<file path="config.mk">
export PLATFORM = sky130hd
export DESIGN_NAME = fifo3_rr_packer
export DESIGN_NICKNAME = d
export VERILOG_FILES = /design/src/rtl/fifo3_pkg.sv /design/src/rtl/fifo3_rr_pick.sv /design/src/rtl/fifo3_rr_packer.sv
export SDC_FILE = /design/constraint.sdc
export NUM_CORES = 1
export LEC_CHECK = 0
export ABC_AREA = 1
export CAP_MARGIN = 10
export CORE_MARGIN = 5
export CORE_UTILIZATION = 55
export DETAILED_ROUTE_END_ITERATION = 7
export DONT_BUFFER_PORTS = 1
export GPL_TIMING_DRIVEN = 0
export PLACE_DENSITY = 0.74
export SLEW_MARGIN = 10
export SYNTH_ARGS = -nofsm -noshare
export SYNTH_HDL_FRONTEND = slang
export SYNTH_SLANG_ARGS = --single-unit
</file>
<file path="constraint.sdc">
create_clock -name clk -period 4.6 [get_ports clk]
set_clock_uncertainty 0.15 [all_clocks]
set_input_delay 0 -clock clk [delete_from_list [all_inputs] [get_ports clk]]
set_output_delay 0 -clock clk [all_outputs]
set_load 0.02 [all_outputs]
</file>
<file path="src/rtl/fifo3_pkg.sv">
// Shared types for the 3-lane FIFO write-side packer.
//   LANES       : number of FIFO write lanes
//   data_t      : default FIFO word type
//   lane_idx_t  : lane number / lane count (0..3)
//   req_idx_t   : producer index (up to 16 producers)
//   lane_sel_t  : which producer, if any, owns a lane this cycle
package fifo3_pkg;
  localparam int LANES      = 3;
  localparam int PKG_DATA_W = 8;
  localparam int REQ_IDX_W  = 4;

  typedef logic [PKG_DATA_W-1:0] data_t;
  typedef logic [1:0]            lane_idx_t;
  typedef logic [REQ_IDX_W-1:0]  req_idx_t;

  typedef struct packed {
    logic     valid;
    req_idx_t idx;
  } lane_sel_t;
endpackage

</file>
<file path="src/rtl/fifo3_rr_pick.sv">
// Combinational circular picker: returns the first LANES valid producers
// found scanning from rr_ptr upward, wrapping NUM_REQ-1 -> 0.
//   req_valid : per-producer request
//   rr_ptr    : highest-priority producer
//   sel       : lane k gets the (k+1)-th valid producer in scan order
module fifo3_rr_pick
  import fifo3_pkg::*;
#(
  parameter  int NUM_REQ = 4,
  localparam int PTR_W   = $clog2(NUM_REQ)
) (
  input  logic [NUM_REQ-1:0]    req_valid,
  input  logic [PTR_W-1:0]      rr_ptr,
  output lane_sel_t [LANES-1:0] sel
);

  always_comb begin : pick
    lane_idx_t        n;
    logic [PTR_W-1:0] p;
    sel = '0;
    n   = '0;
    p   = rr_ptr;
    for (int j = 0; j < NUM_REQ; j++) begin
      if (req_valid[p] && (n != 2'(LANES))) begin
        sel[n].valid = 1'b1;
        sel[n].idx   = req_idx_t'(p);
        n            = n + 2'd1;
      end
      // explicit wrap keeps non-power-of-two NUM_REQ free of a modulo
      p = (p == PTR_W'(NUM_REQ - 1)) ? '0 : p + 1'b1;
    end
  end

endmodule

</file>
<file path="src/rtl/fifo3_rr_packer.sv">
// Round-robin packer sharing the three FIFO write lanes among NUM_REQ
// single-word producers, with saturating accept / block statistics.
//   clk, reset      : clock, async active-high reset
//   enable          : 0 issues nothing and freezes all state
//   req_valid/data  : producer offers; req_ready = word taken this cycle
//   fifo_data_0..2  : lane data (0 when lane unused)
//   fifo_valid      : lane valid, always a prefix (000/001/011/111)
//   fifo_able       : FIFO per-lane capacity feedback
//   rr_ptr          : current highest-priority producer
//   accept_cnt      : words accepted (saturating)
//   block_cnt       : cycles with a request but nothing accepted (saturating)
module fifo3_rr_packer
  import fifo3_pkg::*;
#(
  parameter  int NUM_REQ = 4,
  parameter  int DATA_W  = 8,
  parameter  int CNT_W   = 16,
  localparam int PTR_W   = $clog2(NUM_REQ)
) (
  input  logic                      clk,
  input  logic                      reset,
  input  logic                      enable,
  input  logic [NUM_REQ-1:0]        req_valid,
  input  logic [NUM_REQ*DATA_W-1:0] req_data,
  output logic [NUM_REQ-1:0]        req_ready,
  output logic [DATA_W-1:0]         fifo_data_0,
  output logic [DATA_W-1:0]         fifo_data_1,
  output logic [DATA_W-1:0]         fifo_data_2,
  output logic [LANES-1:0]          fifo_valid,
  input  logic [LANES-1:0]          fifo_able,
  output logic [PTR_W-1:0]          rr_ptr,
  output logic [CNT_W-1:0]          accept_cnt,
  output logic [CNT_W-1:0]          block_cnt
);

  lane_sel_t [LANES-1:0]             sel;
  logic      [LANES-1:0]             lane_v;
  logic      [LANES-1:0]             lane_acc;
  logic      [LANES-1:0][DATA_W-1:0] lane_data;
  logic      [1:0]                   n_acc;
  logic      [PTR_W-1:0]             last_idx;
  logic      [PTR_W-1:0]             next_ptr;
  logic      [CNT_W:0]               acc_sum;

  fifo3_rr_pick #(.NUM_REQ(NUM_REQ)) u_pick (
    .req_valid (req_valid),
    .rr_ptr    (rr_ptr),
    .sel       (sel)
  );

  // Reset gates the lanes combinationally so outputs drop without a clock.
  always_comb begin
    for (int k = 0; k < LANES; k++)
      lane_v[k] = sel[k].valid & enable & ~reset;
  end

  // Acceptance is a running AND so a non-prefix fifo_able cannot let a
  // higher lane through past a refused lower one.
  always_comb begin
    lane_acc[0] = lane_v[0] & fifo_able[0];
    for (int k = 1; k < LANES; k++)
      lane_acc[k] = lane_acc[k-1] & lane_v[k] & fifo_able[k];
  end

  assign n_acc = lane_acc[2] ? 2'd3 :
                 lane_acc[1] ? 2'd2 :
                 lane_acc[0] ? 2'd1 : 2'd0;

  always_comb begin
    lane_data = '0;
    req_ready = '0;
    last_idx  = '0;
    for (int k = 0; k < LANES; k++) begin
      for (int i = 0; i < NUM_REQ; i++) begin
        if (lane_v[k] && (sel[k].idx == req_idx_t'(i)))
          lane_data[k] = req_data[i*DATA_W +: DATA_W];
        if (lane_acc[k] && (sel[k].idx == req_idx_t'(i)))
          req_ready[i] = 1'b1;
      end
      if (lane_acc[k])
        last_idx = sel[k].idx[PTR_W-1:0];
    end
  end

  assign fifo_valid  = lane_v;
  assign fifo_data_0 = lane_data[0];
  assign fifo_data_1 = lane_data[1];
  assign fifo_data_2 = lane_data[2];

  assign next_ptr = (last_idx == PTR_W'(NUM_REQ - 1)) ? '0 : last_idx + 1'b1;
  assign acc_sum  = {1'b0, accept_cnt} + (CNT_W+1)'(n_acc);

  always_ff @(posedge clk or posedge reset) begin
    if (reset) begin
      rr_ptr     <= '0;
      accept_cnt <= '0;
      block_cnt  <= '0;
    end else if (enable) begin
      if (n_acc != 2'd0)
        rr_ptr <= next_ptr;
      accept_cnt <= acc_sum[CNT_W] ? '1 : acc_sum[CNT_W-1:0];
      if (|req_valid && (n_acc == 2'd0) && (block_cnt != '1))
        block_cnt <= block_cnt + CNT_W'(1);
    end
  end

endmodule
</file>
# Word level (Yosys, flattened, before mapping)
# Cells that the tools add are included.
[word_totals] ff_bits=34 mem_bits_rw=0 elab_cells=158 out_inout_bits=65 mem_count=0 mem_bits_ro=0 latchBits=0
[classes] eq_ne=17 bitwise=12 shift=0 multipliers=0 add_sub_neg=8 div_mod_pow=0 magnitude_cmp=10 n_mux=68 n_reduce_logical=40
[ops] op="$mux W8" n=12
[ops] op="$bwmux W15" n=6
[ops] op="$demux W5 S2" n=6
[ops] op="$mux W15" n=3
[ops] op="$logic_and A1 B1 Y1" n=32
[ops] op="$eq A4 B2 Y1 const B" n=6
[ops] op="$mux W2" n=11
[ops] op="$mux W5" n=4
[ops] op="$lt A2 B3 Y1 const B" n=6
[ops] op="$mux W1" n=18
[ops] op="$add A16 B2 Y17" n=1
[ops] op="$add A16 B1 Y16 const B" n=1
[ops] op="$mux W16" n=1
[ops] op="$ne A16 B16 Y1 const B" n=1
[ops] op="$eq A4 B1 Y1 const B" n=3
[ops] op="$logic_not A4 Y1" n=3
[ops] op="$mux W4" n=3
[ops] op="$and A1 B1 Y1" n=11
[ops] op="$add A2 B1 Y2 const B" n=5
[ops] op="$bmux W1 S2" n=4
[ops] op="$eq A2 B2 Y1 const B" n=4
[ops] op="$ge A2 B1 Y1 const B" n=2
[ops] op="$ne A2 B2 Y1 const B" n=2
[ops] op="$reduce_and A2 Y1" n=2
[ops] op="8 further kinds" n=8

# Longest topological paths before layout
# Gate-level depths: netlist (run 1).
[depth] word_depth=28 mapped_depth=27 mapped_depth_nobuf=26

# Hierarchy
# Synthesis (run 1) repeated with hierarchy kept, for this count alone.
[hier_totals] hier_cells=562 hier_area_um2=3698.5
[by_module_without_submodules] mod="fifo3_rr_packer" area_each_um2=2924.1 n_inst=1 cells_each=434 seq_area_each_um2=850.8
[by_module_without_submodules] mod="fifo3_rr_pick" area_each_um2=774.5 n_inst=1 cells_each=128 seq_area_each_um2=0.0

# Worst setup path after synthesis (run 1)
# OpenSTA, ideal clock, no wires.
[synth_path] path_type="reg-to-reg" startpoint="register rr_ptr[0]" endpoint="register accept_cnt[13]" path_slack_ps=-36 arrival_ps=4415 path_buffers=2 period_less_slack_ps=4636 setup_ps=70 path_stages_with_launch=27 path_cell_list="dfrtp_1 -> ha_1 -> buf_4 -> inv_1 -> nand2_2 -> nor2_1 -> nor2_2 -> nand2_4 -> inv_2 -> fa_1 -> nand3_1 -> o211ai_2 -> nand4_1 -> nor2_4 -> nand3_1 -> o21ai_0 -> ha_1 -> fa_1 -> nand2_1 -> nor2_1 -> nand3_1 -> nor3_1 -> nand3_1 -> nor2_1 -> inv_1 -> clkbuf_1 -> nand3_1"
[synth_between] elab_chain_len=26 elab_cells_between_ends=72 classes_between="add/sub: 6; order compare: 6; eq/ne: 6; mux: 37; bitwise: 11; reduce/logical: 6"
[synth_lines] element="start, declared" line="fifo3_rr_packer.sv:31" source="output logic [PTR_W-1:0] rr_ptr,"
[synth_lines] element="start signal, assigned" line="fifo3_rr_packer.sv:100" source="rr_ptr <= next_ptr;"
[synth_lines] element="branches (longest 15 deep; another with $lt A2 B3 Y1)"
[synth_lines] element="$mux W15 (*)" line="fifo3_rr_pick.sv:24" source="if (req_valid[p] && (n != 2'(LANES))) begin"
[synth_lines] element="$and A1 B1 Y1 (2 in series)" line="fifo3_rr_packer.sv:54" source="lane_v[k] = sel[k].valid & enable & ~reset;"
[synth_lines] element="$and A1 B1 Y1" line="fifo3_rr_packer.sv:60" source="lane_acc[0] = lane_v[0] & fifo_able[0];"
[synth_lines] element="$and A1 B1 Y1 (4 in series)" line="fifo3_rr_packer.sv:62" source="lane_acc[k] = lane_acc[k-1] & lane_v[k] & fifo_able[k];"
[synth_lines] element="$mux W2 (*)" line="fifo3_rr_packer.sv:65" source="assign n_acc = lane_acc[2] ? 2'd3 :"
[synth_lines] element="$add A16 B2 Y17 (*)" line="fifo3_rr_packer.sv:91" source="assign acc_sum = {1'b0, accept_cnt} + (CNT_W+1)'(n_acc);"
[synth_lines] element="$mux W16 (*)" line="fifo3_rr_packer.sv:101" source="accept_cnt <= acc_sum[CNT_W] ? '1 : acc_sum[CNT_W-1:0];"
[synth_lines] element="end signal, assigned" line="fifo3_rr_packer.sv:101"
[synth_lines] element="end, declared" line="fifo3_rr_packer.sv:32" source="output logic [CNT_W-1:0] accept_cnt,"
# Every way passes the cells marked *. The select of a mux whose other input is x is not followed.
# A chain may end at the register's enable or synchronous reset.

# Worst setup path in the final report (run 1)
[layout_path] startpoint="register rr_ptr[0]" endpoint="register accept_cnt[3]"
# Same word-level chain as after synthesis.

==> impl_metrics.toml, run 1 <==
[status]
status = "complete, no violations"

[cells_and_area]
layout_common_cells = "146 x nand2_1, 65 x nand3_1, 32 x dfrtp_1, 30 x buf_4, 29 x nand4_1"
final_common_cell = "nand2_1"
final_nets = 568
antenna-diode-count = 0
syn_to_final_growth_pct = 22.4
drive_gt1_share_pct = 27.1
final_area_um2 = 3880
fillers = 445

[synthesis]
synthTopCellsByArea = "dfrtp_1 27%, nand2_1 19%, nand3_1 12%"
synth.avg_cell_area_um2 = 6.69
synthCells = 474
synth_cell_types = 37
synth_seq_area_share_pct = 26.8
yosysTopAreaCell = "dfrtp_1"
syn-cell-area_um2 = 3170
synth_nets = 524
ys_ff_latch = 34
yosys_warnings = 0
synth_top_area_share_pct = 26.8

[drt]
routed_via_density = 6.06
drt_iter0_markers = 296
vias = 3571
first_pass_iters = 5
postRouteWirelength_mm = 10.2
route.detailed.drc = 0
ant_nets = 0
wl_per_cell_um = 17.3

[sta]
fin_crit_sh_pct = 98.8
fin_ws_ns = 0.0573
rsz0062_at_grt = "yes"
fmax_ghz = 0.220
final-setup-viol-count = 0
maxSlewHeadroom_pct = 42.1
holdWs_ns = 0.0359
setup_tns_ns = 0
slew_violations = 0
worst_slew_pin_slew_ns = 0.855
period_needed_ns = 4.54
hold_viol = 0

[power_and_ir_drop]
irDropWorstVdd_mv = 0.615
p_total_mw = 3.61
p_per_area_nw_per_um2 = 931
leakagePower_nw = 1.83

[grt]
grt_pass1_vias = 3339
grt_max_degree = 35
grt.total_usage_pct = 25.5
overflow = 0
grt_pass1_wl_mm = 15.4
antenna_found_initial = 0

[place]
dpl.hpwl_mm = 6.92
routabilityCongestion = 0.960
portBuffers = 0
pre_cts_slack_ns = -0.688
place_area_um2 = 3270

[clock_network]
root_buffer = "clkbuf_8"
numCtsBuffers = 5
cts_htree_levels = 2
path_clk_slew_ns = 0.07
clk_latency_ns = 0.29
cts_sinks = 34
tritoncts = "yes"
clockBufferDepth = 2

[worst_setup_path]
timing.rr.end = "accept_cnt[3]$_DFFE_PP0P_"
r2r_cells = 26
critical_path_arrival_ns = 4.61
cp-startpoint = "rr_ptr[0]$_DFFE_PP0P_"
crit_fanout = 7
rrSetupSlack_ns = 0.06
required_ns = 4.67
startpoint_type = "register"
r2r-start = "rr_ptr[0]$_DFFE_PP0P_"
crit_path_end = "accept_cnt[3]$_DFFE_PP0P_"
critical_path_class = "register to register"
end_kind = "register"

[floorplan]
rows = 27
start_util_pct = 57.3
die_y_um = 86.0
fp.dieArea_um2 = 7390
core_um2 = 5540
num_io_pins = 107
die_w_um = 86.0

[run]
maxCapViolCount = 0

[min_path]
hold_path_class = "input port to register"
==> cells by family (layout without fill, tap and decap cells) <==
family / Yosys count / count (layout) / synth area share, %
XOR/XNOR: 21 / 21 / 5.80
AND/OR/NAND/NOR: 328 / 328 / 50.7
multiplexers: 1 / 1 / 0.355
AO/OA/AOI/OAI: 29 / 29 / 5.80
flip-flops: 34 / 34 / 26.8
adder cells (fa/ha/maj): 8 / 8 / 3.63
buffers and inverters: 53 / 96 / 6.90
==> report_power, final <==
part | switching (mW) | internal, mW
Combinational | 1.99 | 0.902
Clock | 0.101 | 0.115
Sequential | 0.153 | 0.353
==> flip-flops by register name, indices dropped and copies added (netlist names) <==
signal      cells
block_cnt      16
rr_ptr          2
accept_cnt     16
==> final cells by class <==
cell class                 instances  area [um^2]  area share (%)
sequential                        34          853            22.0
tap                               72         90.1            2.32
clock buffer                       6         82.6            2.13
timing repair buffer              38          334            8.60
multi-input combinational        387         2290            59.0
inverter                          45          179            4.61
buffer                             7         51.3            1.32
==> cells in the mapped netlist (all sizes together) <==
master  number
a21oi        7
a22oi        1
a32oi        1
buf          6
clkbuf       2
dfrtp       34
fa           2
ha           6
inv         45
mux2         1
nand2      172
nand3       74
nand3b       1
nand4       30
nor2        34
nor3        11
nor4         4
o211ai       1
o21ai       17
o21bai       1
o311ai       1
or2          2
xnor2        9
xor2        12
==> worst min-delay path by stage <==
| stage | from | endpoint | slack (ns) | cells after the start |
|---|---|---|---|---|
| 3_3_place_gp | enable | accept_cnt[1]$_DFFE_PP0P_ | -0.008 | 2 |
| 5_1_grt | req_data[17] | fifo_data_2[1] | 0.07 | 2 |
| 3_5_place_dp | reset | block_cnt[15]$_DFFE_PP0P_ | -0.12 | 1 |
| 6_report | enable | accept_cnt[1]$_DFFE_PP0P_ | 0.04 | 4 |
| 2_1_floorplan | reset | accept_cnt[0]$_DFFE_PP0P_ | -0.01 | 1 |
| 4_1_cts | enable | accept_cnt[1]$_DFFE_PP0P_ | 0.02 | 4 |
==> timing repair <==
item | 4_1_cts | 5_1_grt
hold endpoints to repair | 46 | 0
endpoints found under the setup margin | 16 | 16
pin swaps | 11 | 20
setup buffers | 12 | 21
cloned | 0 | 1
gates resized for setup | 18 | 52
hold buffers | 5 | 0
==> worst max-delay path, cell delays in order, from the launching register on <==
cell       delay (ns)
dfrtp_2          0.52
ha_4             0.23
nor2_4           0.16
buf_6            0.13
nand2_4          0.06
nor2_4           0.13
nor2_4           0.05
nand2_4          0.07
inv_4            0.04
fa_1             0.52
nand3_2          0.09
o211ai_2         0.18
nand4_1          0.24
nor2_4           0.20
nand3_2          0.11
o21ai_2          0.07
ha_2             0.21
fa_2             0.22
nand2_2          0.07
nor2_4           0.15
nand3_4          0.10
nor3_4           0.18
nand3_2          0.14
nor2_4           0.17
inv_4            0.07
clkbuf_16        0.16
nand2_2          0.05
==> through the flow <==
stage	util [%]	std cells
final	70.1	589
after CTS	63.9	568
after detailed placement	59.0	546
after global routing	70.1	589
after global placement	59.0	546
after floorplan	-	474
==> layer usage <==
layer	vias to the layer above	wire (um)	global-route usage, %
met5	-	0	0
met4	0	301	10.4
met3	30	1130	6.24
met2	215	4880	42.3
met1	1664	3860	31.7
li1	1662	-	-
Power figures use the tool's default switching activity.
==> run 2, diff against run 1 <==
- CELL_PAD_IN_SITES_DETAIL_PLACEMENT: default -> 0
- CELL_PAD_IN_SITES_GLOBAL_PLACEMENT: default -> 2
- CORE_UTILIZATION: 55 -> 30
- PLACE_DENSITY: 0.74 -> 0.77
==> run 2 against run 1 <==
  * Core utilization fell by 33 points
  * Worst hold slack improved by 0.023 ns
  * First-iteration DRC count fell by 37%
  * Critical path type unchanged
  * Largest power group unchanged
  * Highest routed layer unchanged
==> impl_metrics.toml, run 2 (synthesized netlist as in run 1, its figures left out) <==
[power_and_ir_drop]
irDropWorstVdd_mv = 0.322
leakagePower_nw = 1.77
p_per_area_nw_per_um2 = 891

[min_path]
hold_path_class = "input port to register"
min_from = "enable"
whs_path_depth = 4
hold_end = "accept_cnt[0]$_DFFE_PP0P_"

[run]
maxCapViolCount = 0

[drt]
wl_per_cell_um = 16.3
routed_via_density = 5.18
drt_iter0_markers = 186
route.detailed.drc = 0
first_pass_iters = 4
ant_nets = 0
vias = 3362
postRouteWirelength_mm = 10.6

[grt]
grt.met3_usage_pct = 4.12
grtUsageMet2_pct = 27.5
grt.total_usage_pct = 16.0
grt_pass1_wl_mm = 16.9
gr-usage-met1_pct = 20.0
top_usage_layer = "met2"
overflow = 0
grt_pass1_vias = 3270
grt_max_degree = 35
antenna_found_initial = 0

[place]
routabilityCongestion = 0.823
dpl.cell_count = 610
dpl.hpwl_mm = 7.90
portBuffers = 0

[floorplan]
rows = 37
fp.dieArea_um2 = 12700
die_w_um = 113
num_io_pins = 107
start_util_pct = 30.7
core_um2 = 10300
die_y_um = 113

[clock_network]
clk_latency_ns = 0.28
cts_sinks = 34
clockBufferDepth = 2
numCtsBuffers = 5
cts_htree_levels = 2
tritoncts = "yes"
root_buffer = "clkbuf_8"
path_clk_slew_ns = 0.07

[worst_setup_path]
rrSetupSlack_ns = 0.20
r2r_cells = 26
cp_common_cell = "nor2_4"
critical_path_class = "register to register"
timing.rr.end = "accept_cnt[13]$_DFFE_PP0P_"
end_kind = "register"
required_ns = 4.67
critical_path_arrival_ns = 4.47
slowest_stage = "fa_2"
startpoint_type = "register"
crit_fanout = 7
r2r-start = "rr_ptr[0]$_DFFE_PP0P_"
critPathMaxStageDelay_ns = 0.56

[cells_and_area]
layout_common_cells = "152 x nand2_1, 68 x nand3_1, 32 x dfrtp_1"
drive_gt1_share_pct = 24.0
antenna-diode-count = 0
fin_util_pct = 37.1
fillers = 1114
fin_cells = 649
final_nets = 563
syn_to_final_growth_pct = 20.5
final_common_cell = "nand2_1"
largest_registers = "accept_cnt: 16 flops, block_cnt: 16 flops, rr_ptr: 2 flops"

[sta]
worst_slew_pin_slew_ns = 0.926
setup_tns_ns = 0
maxSlewHeadroom_pct = 37.3
period_needed_ns = 4.40
fmax_ghz = 0.227
slew_violations = 0
hold_viol = 0
fin_crit_sh_pct = 95.7
final-setup-viol-count = 0

[status]
status = "complete, no violations"
## run 2: changes by cell type in the layout (fill, tap and decap cells not counted), sizes merged
cell,delta
clkbuf,+2
buf,-6
## run 2: per-layer routing
layer  up-vias  wire length, um
li1       1658                -
met1      1594             4510
met2       102             5070
met3         8              867
met4         0              108
met5         -                0
## run 2: final cells by class
class | instances | area [um^2] | share of cell area (%)
buffer | 7 | 50.0 | 1.31
timing repair buffer | 33 | 264 | 6.90
clock buffer | 7 | 76.3 | 2.00
sequential | 34 | 853 | 22.3
multi-input combinational | 387 | 2240 | 58.5
inverter | 45 | 174 | 4.55
tap | 136 | 170 | 4.45
## run 2: worst max-delay path: cells and delay by family, from the launching register on
| family | cells | cell delay, ns |
|---|---|---|
| flip-flops | 1 | 0.52 |
| AND/OR/NAND/NOR | 16 | 1.80 |
| buffers and inverters | 4 | 0.40 |
| adder cells (fa/ha/maj) | 4 | 1.21 |
| AO/OA/AOI/OAI | 2 | 0.26 |
## run 2: report_power, final
part	leakage [nW]	switching (mW)	internal [mW]	total, mW
Clock	0.0383	0.101	0.104	0.205
Combinational	1.29	1.91	0.783	2.69
Sequential	0.435	0.155	0.353	0.508
## run 2: worst max path at each step
stage                           from                          to  slack [ns]  depth (start not counted)
6_report       rr_ptr[0]$_DFFE_PP0P_  accept_cnt[13]$_DFFE_PP0P_        0.20                         26
5_1_grt        rr_ptr[0]$_DFFE_PP0P_  accept_cnt[13]$_DFFE_PP0P_       -0.02                         24
4_1_cts        rr_ptr[0]$_DFFE_PP0P_  accept_cnt[15]$_DFFE_PP0P_        0.03                         25
2_1_floorplan  rr_ptr[0]$_DFFE_PP0P_  accept_cnt[13]$_DFFE_PP0P_        0.06                         26
3_5_place_dp   rr_ptr[0]$_DFFE_PP0P_  accept_cnt[13]$_DFFE_PP0P_       -0.84                         26
3_3_place_gp   rr_ptr[0]$_DFFE_PP0P_  accept_cnt[13]$_DFFE_PP0P_       -0.85                         26
## run 2: timing repair
action,in CTS,in global routing
setup endpoints to repair,16,16
endpoints found under the hold margin,44,0
hold buffers,5,0
resized for setup,23,20
setup buffers,14,13
pin swaps,9,18
cloned,1,0
## run 2: metrics by stage
step	cell area, um^2	total power [mW]	hold WS [ns]	setup slack, ns
4_1_cts	3660	3.28	0.0604	0.0324
5_1_grt	3820	3.69	0.0763	-0.0202
3_5_place_dp	3350	2.98	-0.0915	-0.836
6_report	3820	3.41	0.0589	0.199
3_3_place_gp	3350	2.98	-0.00604	-0.846
2_1_floorplan	3180	2.45	-0.0129	0.0646
